==> src/rtl/seq_pattern_tx.sv <==
// Serial pattern transmitter: shifts a loaded pattern out MSB-first, one bit per clock.
// Define SEQ_PATTERN_TX_GAP_EN to insert one idle GAP cycle between repetitions.
module seq_pattern_tx #(
  parameter int   PAT_W    = 8,
  parameter int   LEN_W    = 4,
  parameter int   CNT_W    = 4,
  parameter logic IDLE_BIT = 1'b0
) (
  input  logic             clk,
  input  logic             rst,
  input  logic             load_valid,
  output logic             load_ready,
  input  logic [PAT_W-1:0] load_pat,
  input  logic [LEN_W-1:0] load_len,
  input  logic [CNT_W-1:0] load_rep,
  input  logic             abort,
  output logic             x,
  output logic             x_valid,
  output logic             busy,
  output logic             done
);

  // Handshake: a load transfers on any rising edge where load_valid && load_ready;
  // load_ready is a registered output, high only in IDLE and DONE.
  typedef enum logic [1:0] {IDLE, SEND, GAP, DONE} state_t;

  localparam logic [LEN_W-1:0] PAT_LEN = LEN_W'(PAT_W);
  localparam logic [LEN_W-1:0] ONE_L   = LEN_W'(1);

  state_t           state;
  logic [PAT_W-1:0] pat;
  logic [LEN_W-1:0] len;
  logic [LEN_W-1:0] idx;
  logic [CNT_W-1:0] rep;
  logic [CNT_W-1:0] cnt;

  logic [LEN_W-1:0] load_len_eff;
  logic [LEN_W-1:0] idx_next;
  logic             accept;
  logic             last_bit;

  // Shift instead of a variable bit-select so the position width need not match PAT_W.
  function automatic logic bit_at(input logic [PAT_W-1:0] p, input logic [LEN_W-1:0] pos);
    logic [PAT_W-1:0] s;
    s = p >> pos;
    return s[0];
  endfunction

  always_comb begin
    load_len_eff = load_len;
    if (load_len == '0 || load_len > PAT_LEN) load_len_eff = PAT_LEN;
  end

  assign accept   = load_valid && load_ready;
  assign idx_next = idx + ONE_L;
  assign last_bit = (idx == len - ONE_L);

  always_ff @(posedge clk) begin
    if (rst) begin
      state      <= IDLE;
      x          <= IDLE_BIT;
      x_valid    <= 1'b0;
      busy       <= 1'b0;
      done       <= 1'b0;
      load_ready <= 1'b1;
      pat        <= '0;
      len        <= '0;
      idx        <= '0;
      rep        <= '0;
      cnt        <= '0;
    end else begin
      case (state)
        IDLE, DONE: begin
          state      <= IDLE;
          x          <= IDLE_BIT;
          x_valid    <= 1'b0;
          busy       <= 1'b0;
          done       <= 1'b0;
          load_ready <= 1'b1;
          if (accept) begin
            state      <= SEND;
            pat        <= load_pat;
            len        <= load_len_eff;
            rep        <= load_rep;
            idx        <= '0;
            cnt        <= '0;
            x          <= bit_at(load_pat, load_len_eff - ONE_L);
            x_valid    <= 1'b1;
            busy       <= 1'b1;
            load_ready <= 1'b0;
          end
        end
        SEND: begin
          if (abort) begin
            state      <= IDLE;
            x          <= IDLE_BIT;
            x_valid    <= 1'b0;
            busy       <= 1'b0;
            load_ready <= 1'b1;
          end else if (last_bit) begin
            if (cnt < rep) begin
              cnt <= cnt + CNT_W'(1);
              idx <= '0;
`ifdef SEQ_PATTERN_TX_GAP_EN
              state   <= GAP;
              x       <= IDLE_BIT;
              x_valid <= 1'b0;
`else
              x       <= bit_at(pat, len - ONE_L);
`endif
            end else begin
              state      <= DONE;
              x          <= IDLE_BIT;
              x_valid    <= 1'b0;
              busy       <= 1'b0;
              done       <= 1'b1;
              load_ready <= 1'b1;
            end
          end else begin
            idx <= idx_next;
            x   <= bit_at(pat, len - ONE_L - idx_next);
          end
        end
        GAP: begin
          if (abort) begin
            state      <= IDLE;
            x          <= IDLE_BIT;
            x_valid    <= 1'b0;
            busy       <= 1'b0;
            load_ready <= 1'b1;
          end else begin
            state   <= SEND;
            x       <= bit_at(pat, len - ONE_L);
            x_valid <= 1'b1;
          end
        end
        default: state <= IDLE;
      endcase
    end
  end

endmodule
==> config.mk <==
export PLATFORM = sky130hd
export DESIGN_NAME = seq_pattern_tx
export DESIGN_NICKNAME = d
export VERILOG_FILES = /design/src/rtl/seq_pattern_tx.sv
export SDC_FILE = /design/constraint.sdc
export NUM_CORES = 1
export LEC_CHECK = 0
export CORE_MARGIN = 2
export CORE_UTILIZATION = 50
export CTS_CLUSTER_SIZE = 16
export DETAILED_ROUTE_END_ITERATION = 10
export PLACE_DENSITY = 0.73
export SLEW_MARGIN = 30
export SYNTH_ARGS = -nofsm -noshare
export SYNTH_HDL_FRONTEND = slang
export SYNTH_SLANG_ARGS = --single-unit
==> constraint.sdc <==
create_clock -name clk -period 3.4 [get_ports clk]
set_clock_uncertainty 0.15 [all_clocks]
set_input_delay 0.85 -clock clk [delete_from_list [all_inputs] [get_ports clk]]
set_output_delay 0.85 -clock clk [all_outputs]
set_load 0.005 [all_outputs]
==> impl_metrics.yaml <==
placement:
  port_buffers: 24
  dpl_cell_area_um2: 2240
  place_congestion: 0.922
  dp.cells: 293
  post-place-ws_ns: 0.157
  post-dp-hpwl_um: 2950
synth:
  synthAdderAreaFrac: 0.0871
  syn_inst: 225
  synth_warnings: 0
  synthSimpleGateAreaFrac: 0.203
  synthXorXnorAreaFrac: 0.0525
  ys_seq_elements: 31
  synth_top_family_by_area: "simple AND/OR/NAND/NOR gates"
  syn_avg_cell_area_um2: 8.68
  syn-cell-area_um2: 1950
  yosysUniqueCellTypes: 50
  synthMuxAreaShare: 0.104
  yosysSeqAreaShare: 0.318
  synth-compound-area-share: 0.176
  synth_nets: 258
die:
  die_h_um: 66.5
  dieArea_um2: 4420
  core_area_um2: 3720
  io_pins: 25
  initial_core_util: 0.526
  rows: 22
  die_w_um: 66.5
grt:
  globalRouteOverflowTotal: 0
  grt_start_max_net_pins: 21
  grt_pass1_vias: 1571
  grt_first_pass_wirelength_um: 7180
  antenna_found_initial: 0
  grt.total_usage: 0.213
sta:
  hold_viol_final: 0
  worst_pin_slew_ns: 0.583
  period_minus_slack_ns: 2.96
  slew_headroom: 0.607
  setup_tns_ns: 0
  rsz0062_at_grt: "false"
  setup-violations-final: 0
  max_freq_mhz: 338
  timing.final.crit_share: 0.869
  slew_viol_final: 0
  final.setup.worst_slack_ns: 0.445
route:
  wl_um: 3970
  vias_per_cell: 5.50
  drc_errors: 0
  via_count: 1654
  drtIter0Drc: 89
  routedWlPerCell_um: 13.2
  dr.pass1.iters: 4
  ant_nets: 0
cells_and_area:
  final_nets: 285
  most-common-layout-cells: "dfxtp_1 (31), a21oi_1 (30), nand2_1 (28)"
  antenna_cells: 0
  final_common_cell: "dfxtp_1"
  final_cells: 301
  finalInstanceArea_um2: 2340
  drive_gt1_frac: 0.103
  synthToLayoutAreaGrowth_pct: 19.9
clock_tree:
  post_cts_buffers: 0
  htree_num_levels: 2
  clkLatencyLatePin_ns: 0.28
  holdBufCountCts: 0
  ctsResizeCount: 0
  root_buffer: "clkbuf_8"
  cts_made_buffers: 5
  clk_path_buf_depth: 2
  clock-sinks: 31
  path_clk_slew_ns: 0.07
  cts_tree: "built"
critical_path:
  r2r_end: "x"
  timing.rr.start: "len[0]"
  arrival_ns: 2.98
  cp-start-kind: "primary input"
  endpoint: "x"
  reg2reg_depth: 7
  required_ns: 3.42
  critPathLaunch: "load_len[3]"
  endpoint_kind: "flip-flop"
  rrSetupSlack_ns: 0.52
  path_class: "in2reg"
  crit_fanout: 5
status:
  outcome: "finished clean"
power:
  clkPwrFrac: 0.348
  leakagePower_nw: 0.921
  swShare: 0.282
  combPwrFrac: 0.227
  power.internal_mw: 0.671
  power_density_nw_per_um2: 399
  switchingPower_mw: 0.263
  ir_worst_vdd_uv: 275
  seq_power_share: 0.425
min_path:
  hold_class: "reg2reg"
run:
  cap_viol_max_count: 0
layout make-up:
cell class	instances	area, µm²
clock inverter	1	7.51
sequential	31	621
multi-input combinational	169	1210
tap	48	60.1
fill	344	1380
timing repair buffer	30	285
inverter	15	56.3
clock buffer	7	96.3
through the flow:
stage	power, mW	hold WS (ns)	util
final	0.934	0.304	0.630
after global routing	0.987	0.339	0.630
after CTS	0.941	0.307	0.630
after detailed placement	0.617	0.298	0.602
after global placement	0.614	0.293	0.602
after floorplan	0.548	0.284	-
flip-flops by register name, summed over array words and instances, names as in the netlist:
register    flops
busy            1
cnt             4
done            1
idx             4
len             4
load_ready      1
pat             8
rep             4
state           2
x               1
x_valid         1
power by group through the flow:
stage,clock (mW),combinational [mW],sequential [mW]
4_1_cts,0.331,0.213,0.397
6_report,0.325,0.212,0.397
3_3_place_gp,0,0.210,0.404
2_1_floorplan,0,0.147,0.401
5_1_grt,0.348,0.239,0.400
3_5_place_dp,0,0.212,0.405
routing by layer:
metal  share of wire  wire, µm  track usage  up-vias
li1                -         -            -      848
met1            0.51      2040        0.297      766
met2            0.44      1740        0.329       34
met3           0.033       130       0.0355        6
met4           0.014        54       0.0816        0
met5               0         0            0        -
Yosys cell counts, drive strengths merged:
cell	count	share of area
a2111oi	1	0.0045
a211o	1	0.0051
a211oi	3	0.012
a21o	2	0.0083
a21oi	30	0.077
a221oi	1	0.0045
a311oi	1	0.0077
a31o	2	0.013
a31oi	2	0.0064
a41oi	1	0.0045
and2	2	0.0071
and2b	1	0.0051
and3	2	0.0064
buf	3	0.0070
clkbuf	7	0.024
dfxtp	31	0.32
fa	1	0.010
ha	12	0.077
inv	15	0.029
mux2	1	0.0077
mux2i	9	0.046
mux4	4	0.050
nand2	28	0.054
nand2b	7	0.022
nand3	4	0.010
nand3b	2	0.0077
nand4	1	0.0064
nor2	18	0.035
nor2b	1	0.0032
nor3	7	0.018
nor4	3	0.017
o21a	2	0.0077
o21ai	3	0.0077
o221a	1	0.0058
o22ai	1	0.0032
o31ai	1	0.0038
o32ai	1	0.0045
or3	2	0.0064
or3b	1	0.0045
xnor2	6	0.027
xor2	3	0.013
xor3	1	0.012
worst min path at each step:
stage,slack (ns),start,cells after the start,end
final,0.30,rep[2],2,rep[2]
after global routing,0.34,rep[2],2,rep[2]
after CTS,0.31,rep[2],2,rep[2]
after detailed placement,0.30,rep[2],2,rep[2]
after global placement,0.29,rep[2],2,rep[2]
after floorplan,0.28,rep[0],2,rep[0]
worst max-delay path, cell delays in order:
cell             delay (ns)
clkdlybuf4s50_1        0.42
nand2b_1               0.19
ha_1                   0.31
xnor2_1                0.31
nor2_1                 0.07
a2111oi_0              0.40
nor4_1                 0.11
a211o_2                0.31
cells by family (layout without fill, tap and decap cells):
| group | count (synthesis) | after routing |
|---|---|---|
| AOI/OAI and AO/OA | 53 | 53 |
| and+or+nand+nor | 79 | 79 |
| DFF | 31 | 31 |
| muxes | 14 | 14 |
| buffers and inverters | 25 | 53 |
| xor gates and xnor gates | 10 | 10 |
| adders and majority gates | 13 | 13 |
Note: power is estimated with default switching activity, not from simulation.
